## src/rtl/spi_pkg.sv

```systemverilog
// spi_pkg: SPI mode encodings, CPOL/CPHA decode and slave state type
package spi_pkg;
    localparam logic [1:0] SPI_MODE0 = 2'd0;
    localparam logic [1:0] SPI_MODE1 = 2'd1;
    localparam logic [1:0] SPI_MODE2 = 2'd2;
    localparam logic [1:0] SPI_MODE3 = 2'd3;
    typedef enum logic {IDLE, ACTIVE} state_t;
    function automatic logic spi_cpol(input logic [1:0] mode);
        return mode[1];
    endfunction
    function automatic logic spi_cpha(input logic [1:0] mode);
        return mode[0];
    endfunction
endpackage

```

## src/rtl/spi_slave_multimode_if.sv

```systemverilog
// spi_slave_multimode_if: TX push handshake and RX/status outputs of the SPI slave
interface spi_slave_multimode_if #(parameter int DATA_WIDTH = 8);
    logic i_tx_valid, o_tx_ready, o_rx_valid, o_tx_underrun, o_frame_abort, o_busy;
    logic [DATA_WIDTH-1:0] i_tx_data, o_rx_data;
    modport master (
        output i_tx_valid, i_tx_data,
        input  o_tx_ready, o_rx_valid, o_rx_data, o_tx_underrun, o_frame_abort, o_busy
    );
    modport slave (
        input  i_tx_valid, i_tx_data,
        output o_tx_ready, o_rx_valid, o_rx_data, o_tx_underrun, o_frame_abort, o_busy
    );
endinterface

```

## src/rtl/spi_tx_fifo.sv

```systemverilog
// spi_tx_fifo: synchronous FIFO with ready/valid push, pop strobe and empty flag
module spi_tx_fifo #(
    parameter int WIDTH = 8,
    parameter int DEPTH = 4
) (
    input  logic             i_sys_clk,
    input  logic             i_rst,
    input  logic             i_valid,
    input  logic [WIDTH-1:0] i_data,
    output logic             o_ready,
    input  logic             i_pop,
    output logic [WIDTH-1:0] o_data,
    output logic             o_empty
);
    localparam int AW = $clog2(DEPTH);
    localparam int CW = AW + 1;
    logic [WIDTH-1:0] mem [DEPTH];
    logic [AW-1:0] wr_ptr, rd_ptr;
    logic [CW-1:0] count;
    logic push, pop;
    assign push = i_valid && o_ready;
    assign pop = i_pop && !o_empty;
    assign o_ready = count != CW'(DEPTH);
    assign o_empty = count == '0;
    assign o_data = mem[rd_ptr];
    always_ff @(posedge i_sys_clk) begin
        if (i_rst) begin
            wr_ptr <= '0;
            rd_ptr <= '0;
            count <= '0;
        end else begin
            if (push) wr_ptr <= wr_ptr + AW'(1);
            if (pop) rd_ptr <= rd_ptr + AW'(1);
            count <= count + CW'(push) - CW'(pop);
        end
    end
    always_ff @(posedge i_sys_clk) if (push) mem[wr_ptr] <= i_data;
endmodule

```

## src/rtl/spi_slave_multimode.sv

```systemverilog
// spi_slave_multimode: oversampled SPI slave, all four modes, configurable width/order, TX FIFO
module spi_slave_multimode
    import spi_pkg::*;
#(
    parameter int SPI_MODE = 0,
    parameter int DATA_WIDTH = 8,
    parameter int MSB_FIRST = 1,
    parameter int TX_FIFO_DEPTH = 4
) (
    input  logic i_sys_clk,
    input  logic i_rst,
    spi_slave_multimode_if.slave bus,
    input  logic i_spi_sck,
    input  logic i_spi_mosi,
    input  logic i_spi_cs_b,
    output logic o_spi_miso
);
    localparam logic CPOL = spi_cpol(2'(SPI_MODE));
    localparam logic CPHA = spi_cpha(2'(SPI_MODE));
    localparam int CW = $clog2(DATA_WIDTH + 1);
    function automatic logic [DATA_WIDTH-1:0] orient(input logic [DATA_WIDTH-1:0] w);
        for (int i = 0; i < DATA_WIDTH; i++) orient[i] = (MSB_FIRST != 0) ? w[i] : w[DATA_WIDTH-1-i];
    endfunction
    state_t state, next_state;
    logic sck_s1, sck_s2, sck_d, mosi_s1, mosi_s2, mosi_d, cs_s1, cs_s2, cs_d;
    logic lead_e, trail_e, cs_fall, cs_rise;
    logic start, stop, smp, shf, last, load, fifo_empty;
    logic [CW-1:0] cnt;
    logic [DATA_WIDTH-1:0] tx_sr, rx_sr, rx_next, ld_word, fifo_data;
    // Synchronisers are left unreset so a CS already low at reset release gives no edge
    always_ff @(posedge i_sys_clk) begin
        {sck_d, sck_s2, sck_s1} <= {sck_s2, sck_s1, i_spi_sck};
        {mosi_d, mosi_s2, mosi_s1} <= {mosi_s2, mosi_s1, i_spi_mosi};
        {cs_d, cs_s2, cs_s1} <= {cs_s2, cs_s1, i_spi_cs_b};
    end
    always_ff @(posedge i_sys_clk) begin
        if (i_rst) begin
            lead_e <= 1'b0;
            trail_e <= 1'b0;
            cs_fall <= 1'b0;
            cs_rise <= 1'b0;
        end else begin
            lead_e <= CPOL ? (sck_d & ~sck_s2) : (sck_s2 & ~sck_d);
            trail_e <= CPOL ? (sck_s2 & ~sck_d) : (sck_d & ~sck_s2);
            cs_fall <= cs_d & ~cs_s2;
            cs_rise <= cs_s2 & ~cs_d;
        end
    end
    always_ff @(posedge i_sys_clk) state <= i_rst ? IDLE : next_state;
    always_comb begin
        start = state == IDLE && cs_fall;
        stop = state == ACTIVE && cs_rise;
        next_state = start ? ACTIVE : stop ? IDLE : state;
        smp = state == ACTIVE && !cs_rise && (CPHA ? trail_e : lead_e);
        shf = state == ACTIVE && !cs_rise && (CPHA ? lead_e : trail_e);
        last = smp && cnt == CW'(DATA_WIDTH - 1);
        load = start || last;
        ld_word = fifo_empty ? '0 : orient(fifo_data);
        rx_next = (MSB_FIRST != 0) ? {rx_sr[DATA_WIDTH-2:0], mosi_d} : {mosi_d, rx_sr[DATA_WIDTH-1:1]};
    end
    spi_tx_fifo #(.WIDTH(DATA_WIDTH), .DEPTH(TX_FIFO_DEPTH)) u_fifo (
        .i_sys_clk(i_sys_clk),
        .i_rst(i_rst),
        .i_valid(bus.i_tx_valid),
        .i_data(bus.i_tx_data),
        .o_ready(bus.o_tx_ready),
        .i_pop(load),
        .o_data(fifo_data),
        .o_empty(fifo_empty)
    );
    assign bus.o_busy = state == ACTIVE;
    // Shift register always emits its MSB; LSB-first words are bit-reversed on load
    always_ff @(posedge i_sys_clk) begin
        if (i_rst) begin
            cnt <= '0;
            tx_sr <= '0;
            rx_sr <= '0;
            o_spi_miso <= 1'b0;
            bus.o_rx_data <= '0;
            bus.o_rx_valid <= 1'b0;
            bus.o_tx_underrun <= 1'b0;
            bus.o_frame_abort <= 1'b0;
        end else begin
            bus.o_rx_valid <= last;
            bus.o_tx_underrun <= load && fifo_empty;
            bus.o_frame_abort <= stop && cnt != '0;
            if (start || stop || last) cnt <= '0;
            else if (smp) cnt <= cnt + CW'(1);
            if (smp) rx_sr <= rx_next;
            if (last) bus.o_rx_data <= rx_next;
            if (start && !CPHA) o_spi_miso <= ld_word[DATA_WIDTH-1];
            else if (shf) o_spi_miso <= tx_sr[DATA_WIDTH-1];
            if (load) tx_sr <= (start && !CPHA) ? ld_word << 1 : ld_word;
            else if (shf) tx_sr <= tx_sr << 1;
        end
    end
endmodule

```

## src/flat_wrapper.sv

```systemverilog
// flat-port wrapper written by rule: the top's interface ports become plain ports
module spi_slave_multimode_flat import spi_pkg::*;
#(
    parameter int SPI_MODE = 0,
    parameter int DATA_WIDTH = 8,
    parameter int MSB_FIRST = 1,
    parameter int TX_FIFO_DEPTH = 4
)
  (i_sys_clk, i_rst, i_spi_sck, i_spi_mosi, i_spi_cs_b, o_spi_miso, bus_i_tx_valid, bus_i_tx_data, bus_o_tx_ready, bus_o_rx_valid, bus_o_rx_data, bus_o_tx_underrun, bus_o_frame_abort, bus_o_busy);
  spi_slave_multimode_if #(.DATA_WIDTH(DATA_WIDTH)) bus_i ();
  input  logic i_sys_clk;
  input  logic i_rst;
  input  logic i_spi_sck;
  input  logic i_spi_mosi;
  input  logic i_spi_cs_b;
  output logic o_spi_miso;
  input wire logic [$bits(bus_i.i_tx_valid)-1:0] bus_i_tx_valid;
  input wire logic [$bits(bus_i.i_tx_data)-1:0] bus_i_tx_data;
  output wire logic [$bits(bus_i.o_tx_ready)-1:0] bus_o_tx_ready;
  output wire logic [$bits(bus_i.o_rx_valid)-1:0] bus_o_rx_valid;
  output wire logic [$bits(bus_i.o_rx_data)-1:0] bus_o_rx_data;
  output wire logic [$bits(bus_i.o_tx_underrun)-1:0] bus_o_tx_underrun;
  output wire logic [$bits(bus_i.o_frame_abort)-1:0] bus_o_frame_abort;
  output wire logic [$bits(bus_i.o_busy)-1:0] bus_o_busy;
  assign bus_i.i_tx_valid = bus_i_tx_valid;
  assign bus_i.i_tx_data = bus_i_tx_data;
  assign bus_o_tx_ready = bus_i.o_tx_ready;
  assign bus_o_rx_valid = bus_i.o_rx_valid;
  assign bus_o_rx_data = bus_i.o_rx_data;
  assign bus_o_tx_underrun = bus_i.o_tx_underrun;
  assign bus_o_frame_abort = bus_i.o_frame_abort;
  assign bus_o_busy = bus_i.o_busy;
  spi_slave_multimode #(.SPI_MODE(SPI_MODE), .DATA_WIDTH(DATA_WIDTH), .MSB_FIRST(MSB_FIRST), .TX_FIFO_DEPTH(TX_FIFO_DEPTH)) u_core (.i_sys_clk(i_sys_clk), .i_rst(i_rst), .bus(bus_i), .i_spi_sck(i_spi_sck), .i_spi_mosi(i_spi_mosi), .i_spi_cs_b(i_spi_cs_b), .o_spi_miso(o_spi_miso));
endmodule
```

## config.mk

```make
export PLATFORM = sky130hd
export DESIGN_NAME = spi_slave_multimode_flat
export DESIGN_NICKNAME = d
export VERILOG_FILES = /design/src/rtl/spi_pkg.sv /design/src/rtl/spi_slave_multimode_if.sv /design/src/rtl/spi_tx_fifo.sv /design/src/rtl/spi_slave_multimode.sv /design/src/flat_wrapper.sv
export SDC_FILE = /design/constraint.sdc
export NUM_CORES = 1
export LEC_CHECK = 0
export CELL_PAD_IN_SITES_DETAIL_PLACEMENT = 1
export CELL_PAD_IN_SITES_GLOBAL_PLACEMENT = 2
export CORE_MARGIN = 3
export CORE_UTILIZATION = 39
export DETAILED_ROUTE_END_ITERATION = 7
export GPL_TIMING_DRIVEN = 0
export PLACE_DENSITY = 0.74
export SLEW_MARGIN = 40
export SYNTH_ARGS = -nofsm -noshare
export SYNTH_HDL_FRONTEND = slang
export SYNTH_SLANG_ARGS = --single-unit
```

## constraint.sdc

```tcl
create_clock -name i_sys_clk -period 2.8 [get_ports i_sys_clk]
set_input_delay 0.28 -clock i_sys_clk [delete_from_list [all_inputs] [get_ports i_sys_clk]]
set_output_delay 0.28 -clock i_sys_clk [all_outputs]
set_load 0.005 [all_outputs]
```

Word-level counts from Yosys, hierarchy flattened. Memory sizes are Yosys's and may differ from the RTL's. A register that Yosys moved wholly into a read port is not among the register bits. Index checks and enable logic that the tools add are counted.

$add $sub $neg: 5. Equal/unequal tests: 2. Multiplexer cells: 12. Bitwise operators: 9. Reduce and logical (&&, ||, !) cells: 21.

Operators by type and width (count): 2-to-1 mux 8 bit (4); logical AND 1 bit (10); 2-to-1 mux 1 bit (6); nonzero test 2 bit (3); inverter 1 bit (5); adder 2 x 1 -> 2 bit, second input constant (2); adder 4 x 1 -> 4 bit, second input constant (1); bitwise AND 1 bit (4); == test 4 x 3 -> 1 bit, second input constant (1); 2-to-1 mux 2 bit (2); nonzero test 4 bit (1); adder 3 x 1 -> 3 bit (1); logical NOT 3 bit (1); logical OR 1 bit (3); != test 3 bit, second input constant (1); subtractor 3 x 1 -> 3 bit (1); logical NOT 1 bit (2); OR reduction 2 bit (1).

Flip-flop bits (word level): 52. RAM bits: 32. Output and inout bits: 14. Word-level logic and storage cells: 75. Memories: 1.

Memories: u_core.u_fifo.mem (words 4, bits a word 8, read ports 1, clocked after memory_dff 1, wr ports 1, RTL line spi_tx_fifo.sv:17) `logic [WIDTH-1:0] mem [DEPTH];`.

Depth between registers and ports, before layout.
Word-level depth: 8. Depth in mapped cells: 14. Depth with buffers taken out: 12.

Hierarchy. A second synthesis with hierarchy kept.

Cell total of the unflattened synthesis: 263. Area total of the unflattened synthesis: 3319.4 sq um.

By module, submodules not included: spi_slave_multimode (times used 1, cells each 170, area an instance 1695.4 sq um, sequential area each 900.9 sq um); spi_tx_fifo (times used 1, cells each 93, area an instance 1624.1 sq um, sequential area each 1141.1 sq um).

Least setup slack after synthesis. OpenSTA, ideal clock, no wires.

Path type: register to register. From: register u_core.cnt[0]. To: register u_core.u_fifo.count[2]. Setup time: 128 ps. Arrival time: 2326 ps. Data required time: 2672 ps. Path slack: 347 ps. Stages on the path, launching flop included: 14. Cell sequence: dfxtp_1 -> ha_1 -> and3b_1 -> a21oi_4 -> buf_2 -> nor2_1 -> ha_1 -> inv_1 -> ha_1 -> inv_1 -> fa_1 -> xor2_1 -> xnor2_1 -> nor2_1.

Cells in the longest elaborated chain, start to end: 5.

Ends and longest elaborated chain: from (decl) (RTL line spi_slave_multimode.sv:28) `logic [CW-1:0] cnt;`; from (signal assigned) (RTL line spi_slave_multimode.sv:88) `else if (smp) cnt <= cnt + CW'(1);`; == test 4 x 3 -> 1 bit (RTL line spi_slave_multimode.sv:56) `last = smp && cnt == CW'(DATA_WIDTH - 1);`; logical AND 1 bit (RTL line spi_slave_multimode.sv:56); logical OR 1 bit (RTL line spi_slave_multimode.sv:57) `load = start || last;`; logical AND 1 bit (RTL line spi_tx_fifo.sv:22) `assign pop = i_pop && !o_empty;`; named net u_core.u_fifo.pop (RTL line spi_tx_fifo.sv:20) `logic push, pop;`; subtractor 3 x 1 -> 3 bit (RTL line spi_tx_fifo.sv:34) `count <= count + CW'(push) - CW'(pop);`; to (signal assigned) (RTL line spi_tx_fifo.sv:34); to (decl) (RTL line spi_tx_fifo.sv:19) `logic [CW-1:0] count;`.

The timed path passes the listed nets, and every way through them passes these cells. A chain may end at the register's enable or synchronous reset.

Final worst setup path. Ends and elaborated chain as after synthesis.

==> impl_results.md <==
- Fraction of layout instances using a drive strength above 1: 13.88%
- Buffer cell driving the clock tree root: sky130_fd_sc_hd__clkbuf_8
- CP Cell Sequence: ha_1 > and3b_1 > a21oi_4 > buf_6 > nor2_1 > ha_1 > inv_1 > ha_1 > inv_1 > fa_1 > xor2_2 > xnor2_1 > nor2_1
- Vias per inst: roughly 5.1
- Max Transition Viols Final: 0
- Element type at the critical path start: register
- Port Buffer Count: 27
- Num CTS Buffers: 9
- Slowest-stage cell, CP: sky130_fd_sc_hd__fa_1
- Clk Latency, worst-skew pair: about 0.35 ns
- Crit path top cell by count: sky130_fd_sc_hd__ha_1
- Fmax: 387.5 MHz
- Number of global-route vias before repair: around 2200
- Async S/R FF share, synth: 0%
- Pin count of the biggest net entering global routing: 17
- Core Area: 7968 um^2
- Worst endpoint data arrival time: about 2.8 ns
- Distinct cell type count after synthesis: 42
- TritonCTS Sinks: 86
- Height of the die: 97.93 um
- Pwr/cell area: 694.1 nW/um^2
- Avg WL per Cell: 15.79 um
- CTS tree: done
- Worst r2r src: u_core.cnt[0]$_SDFFE_PP0P_
- Count of hold-fix buffers inserted at cts: 0
- H-tree Lvls: 3
- Leakage power of the design: 1.371 nW
- Startpoint of the most critical setup path: u_core.cnt[0]$_SDFFE_PP0P_
- Final #Nets: 335
- Layout filler cell count: about 840
- Slew at the pin closest to its max-slew limit: 0.6712 ns
- DRC: 0
- Count of standard-cell rows: 32
- Final critical-path share of the clock period: 92.17%
- Result of the run: completed
- FF+latch count, synth: 86
- Worst Setup End Kind: register
- Final critical delay including setup and external delays: 2.581 ns
- Worst Hold Class: reg2reg
- Layout overhead on the synthesized area: 19.13%
- RSZ-0062 raised after global routing: no
- # placed instances: around 400
- Routability congestion estimate from global placement: 0.7574
- Syn Inst Count: 272
- Max IR drop VDD: 0.0003026 V
- Number of standard cells in the final layout excluding fillers: 419
- Clock Tree Buf Depth: 2
- Global-route wire length before repair: around 11000 um
- Commonest non-fill, non-tap cell in the layout: sky130_fd_sc_hd__dfxtp_1
- Post-synthesis instance area: 3296 um^2
- Top fanout value on the critical path: 5
- Final number of setup-violating endpoints: 0
- Initial Util: between 40% and 50%
- Commonest cells after routing, fill and taps aside: sky130_fd_sc_hd__dfxtp_1 (54), sky130_fd_sc_hd__nand2_1 (39), sky130_fd_sc_hd__edfxtp_1 (32)
- Final hold viol count: 0
- Die Area: roughly 9600 um^2
- Total wire length: between 6000 and 7000 um
- Iteration-0 DRC Markers: 88
- Crit Path Class: reg2reg
- Worst EP required: a little over 3 ns
- Worst hold margin: 0.3221 ns
- Number of enable flip-flop cells after synthesis: 32
- Sequential fraction of the synthesis area: 61.96%
- Half-perimeter wire length after detailed placement: around 4500 um
- Maximum clock skew at final layout: approximately 0.012 ns
- Number of antenna violations at the first check in global routing: 0
- Worst slew margin relative to its limit: about 55%
- Maximum cell stage delay along the critical path: 0.39 ns
- Drt first pass iters: 4
- Predominant post-synthesis flop cell: sky130_fd_sc_hd__dfxtp_1
- Total gr overflow: 0
- Maximum capacitance violations: 0
- Accumulated negative setup slack: 0 ns
- Register clock-pin slew on the reported worst setup and hold paths: 0.10 ns
- ANT nets after route: 0
- Gr usage total: 14.81%
- Count of boundary I/O pins: 28
- Final total power: 0.002725 W
- Count of vias placed by the detailed router: 2137
- ANT cells: 0
- Number of warnings reported in the yosys synthesis log: 0
- Die span in x: 97.93 um
- Post-synth net total: roughly 300
- Start point of the worst hold path: u_core.cs_s1$_DFF_P_
- Mean instance size in the synthesized netlist: 12.12 um^2
[metrics by stage]
stage / area (um^2) / setup WS (ns) / utilization [%]
after global routing: 3926 / 0.01774 / 49.28
final: 3926 / 0.2193 / 49.28
after floorplan: 3296 / 0.3468 / -
after global placement: 3694 / 0.08040 / 46.36
after detailed placement: 3694 / 0.06187 / 46.36
after CTS: 3897 / 0.03188 / 48.92
[final cells by class]
class	count	area, um^2	share of cell area, %
buffer	14	92.59	2.358
tap	102	127.6	3.250
clock inverter	7	80.08	2.040
timing repair buffer	29	285.3	7.266
clock buffer	9	123.9	3.155
multi-input combinational	164	1145	29.16
inverter	8	30.03	0.7648
sequential	86	2042	52.01
[registers in the layout, summed over array words and instances, names as in the netlist, 2 cells and up, named ones only]
register,count
u_core.u_fifo.rd_ptr,2
u_core.bus.o_rx_data,8
u_core.tx_sr,8
u_core.u_fifo.count,3
u_core.u_fifo.mem,32
u_core.cnt,4
u_core.u_fifo.wr_ptr,2
u_core.rx_sr,7
[where the power goes]
group,switching (W),internal [W],total (W)
Clock,0.000467,0.000423,0.000890
Combinational,0.000220,0.000168,0.000388
Sequential,0.0000514,0.00140,0.00145
[Yosys cell counts, drive strengths merged, types with 2 or more instances]
cell type   n  area share (%)
edfxtp     32              29
nor3        2            0.30
nand2      39             4.4
and3        4            0.76
nor4        6             1.1
ha          8             3.0
mux4        8             5.5
nand3b      3             1.1
a211oi      3            0.68
a21oi      31             5.0
nor2       16             2.0
nor2b       2            0.38
xor2        3            0.80
a222oi      6             1.8
nor3b       4            0.91
xnor2       3            0.80
or2         7             1.3
buf         9             2.0
clkbuf      5            0.57
dfxtp      54              33
nand3       2            0.30
or3         2            0.38
inv         8            0.91
and3b       2            0.53
[final timing paths]
check | to | cells past startpoint | slack [ns]
max | u_core.u_fifo.count[2]$_SDFF_PP0_ | 13 | 0.22
min | u_core.cs_s2$_DFF_P_ | 0 | 0.32
max reg2reg | u_core.u_fifo.count[2]$_SDFF_PP0_ | 13 | 0.22
min reg2reg | u_core.cs_s2$_DFF_P_ | 0 | 0.32
[critical path, delay by kind of cell (launching register included)]
| family | cells | cell delay [ns] |
|---|---|---|
| fa+ha+maj | 4 | 1.06 |
| flops | 1 | 0.36 |
| compound gates | 1 | 0.19 |
| buf+inv | 3 | 0.24 |
| simple gates | 3 | 0.31 |
| xor+xnor | 2 | 0.30 |
[repair_timing]
item	in CTS	in global routing
setup buffers	0	2
resized for setup	0	4
endpoints found under the setup margin	0	1
[per-layer routing]
layer | vias to the layer above | track usage, % | wire, um
met5 | - | 0 | 0
met4 | 0 | 6.390 | 102
met3 | 7 | 3.571 | 212
met2 | 29 | 23.56 | 3134
met1 | 1039 | 19.30 | 3167
li1 | 1062 | - | -
[kinds of logic after synthesis]
logic type,share of synthesized area (%)
adder cells (fa/ha/maj),3.645
multiplexers,5.771
flip-flops,61.96
XOR/XNOR,1.595
AO/OA/AOI/OAI,8.846
AND/OR/NAND/NOR,14.65
buffers and inverters,3.531
(Power assumes the default switching activity.)
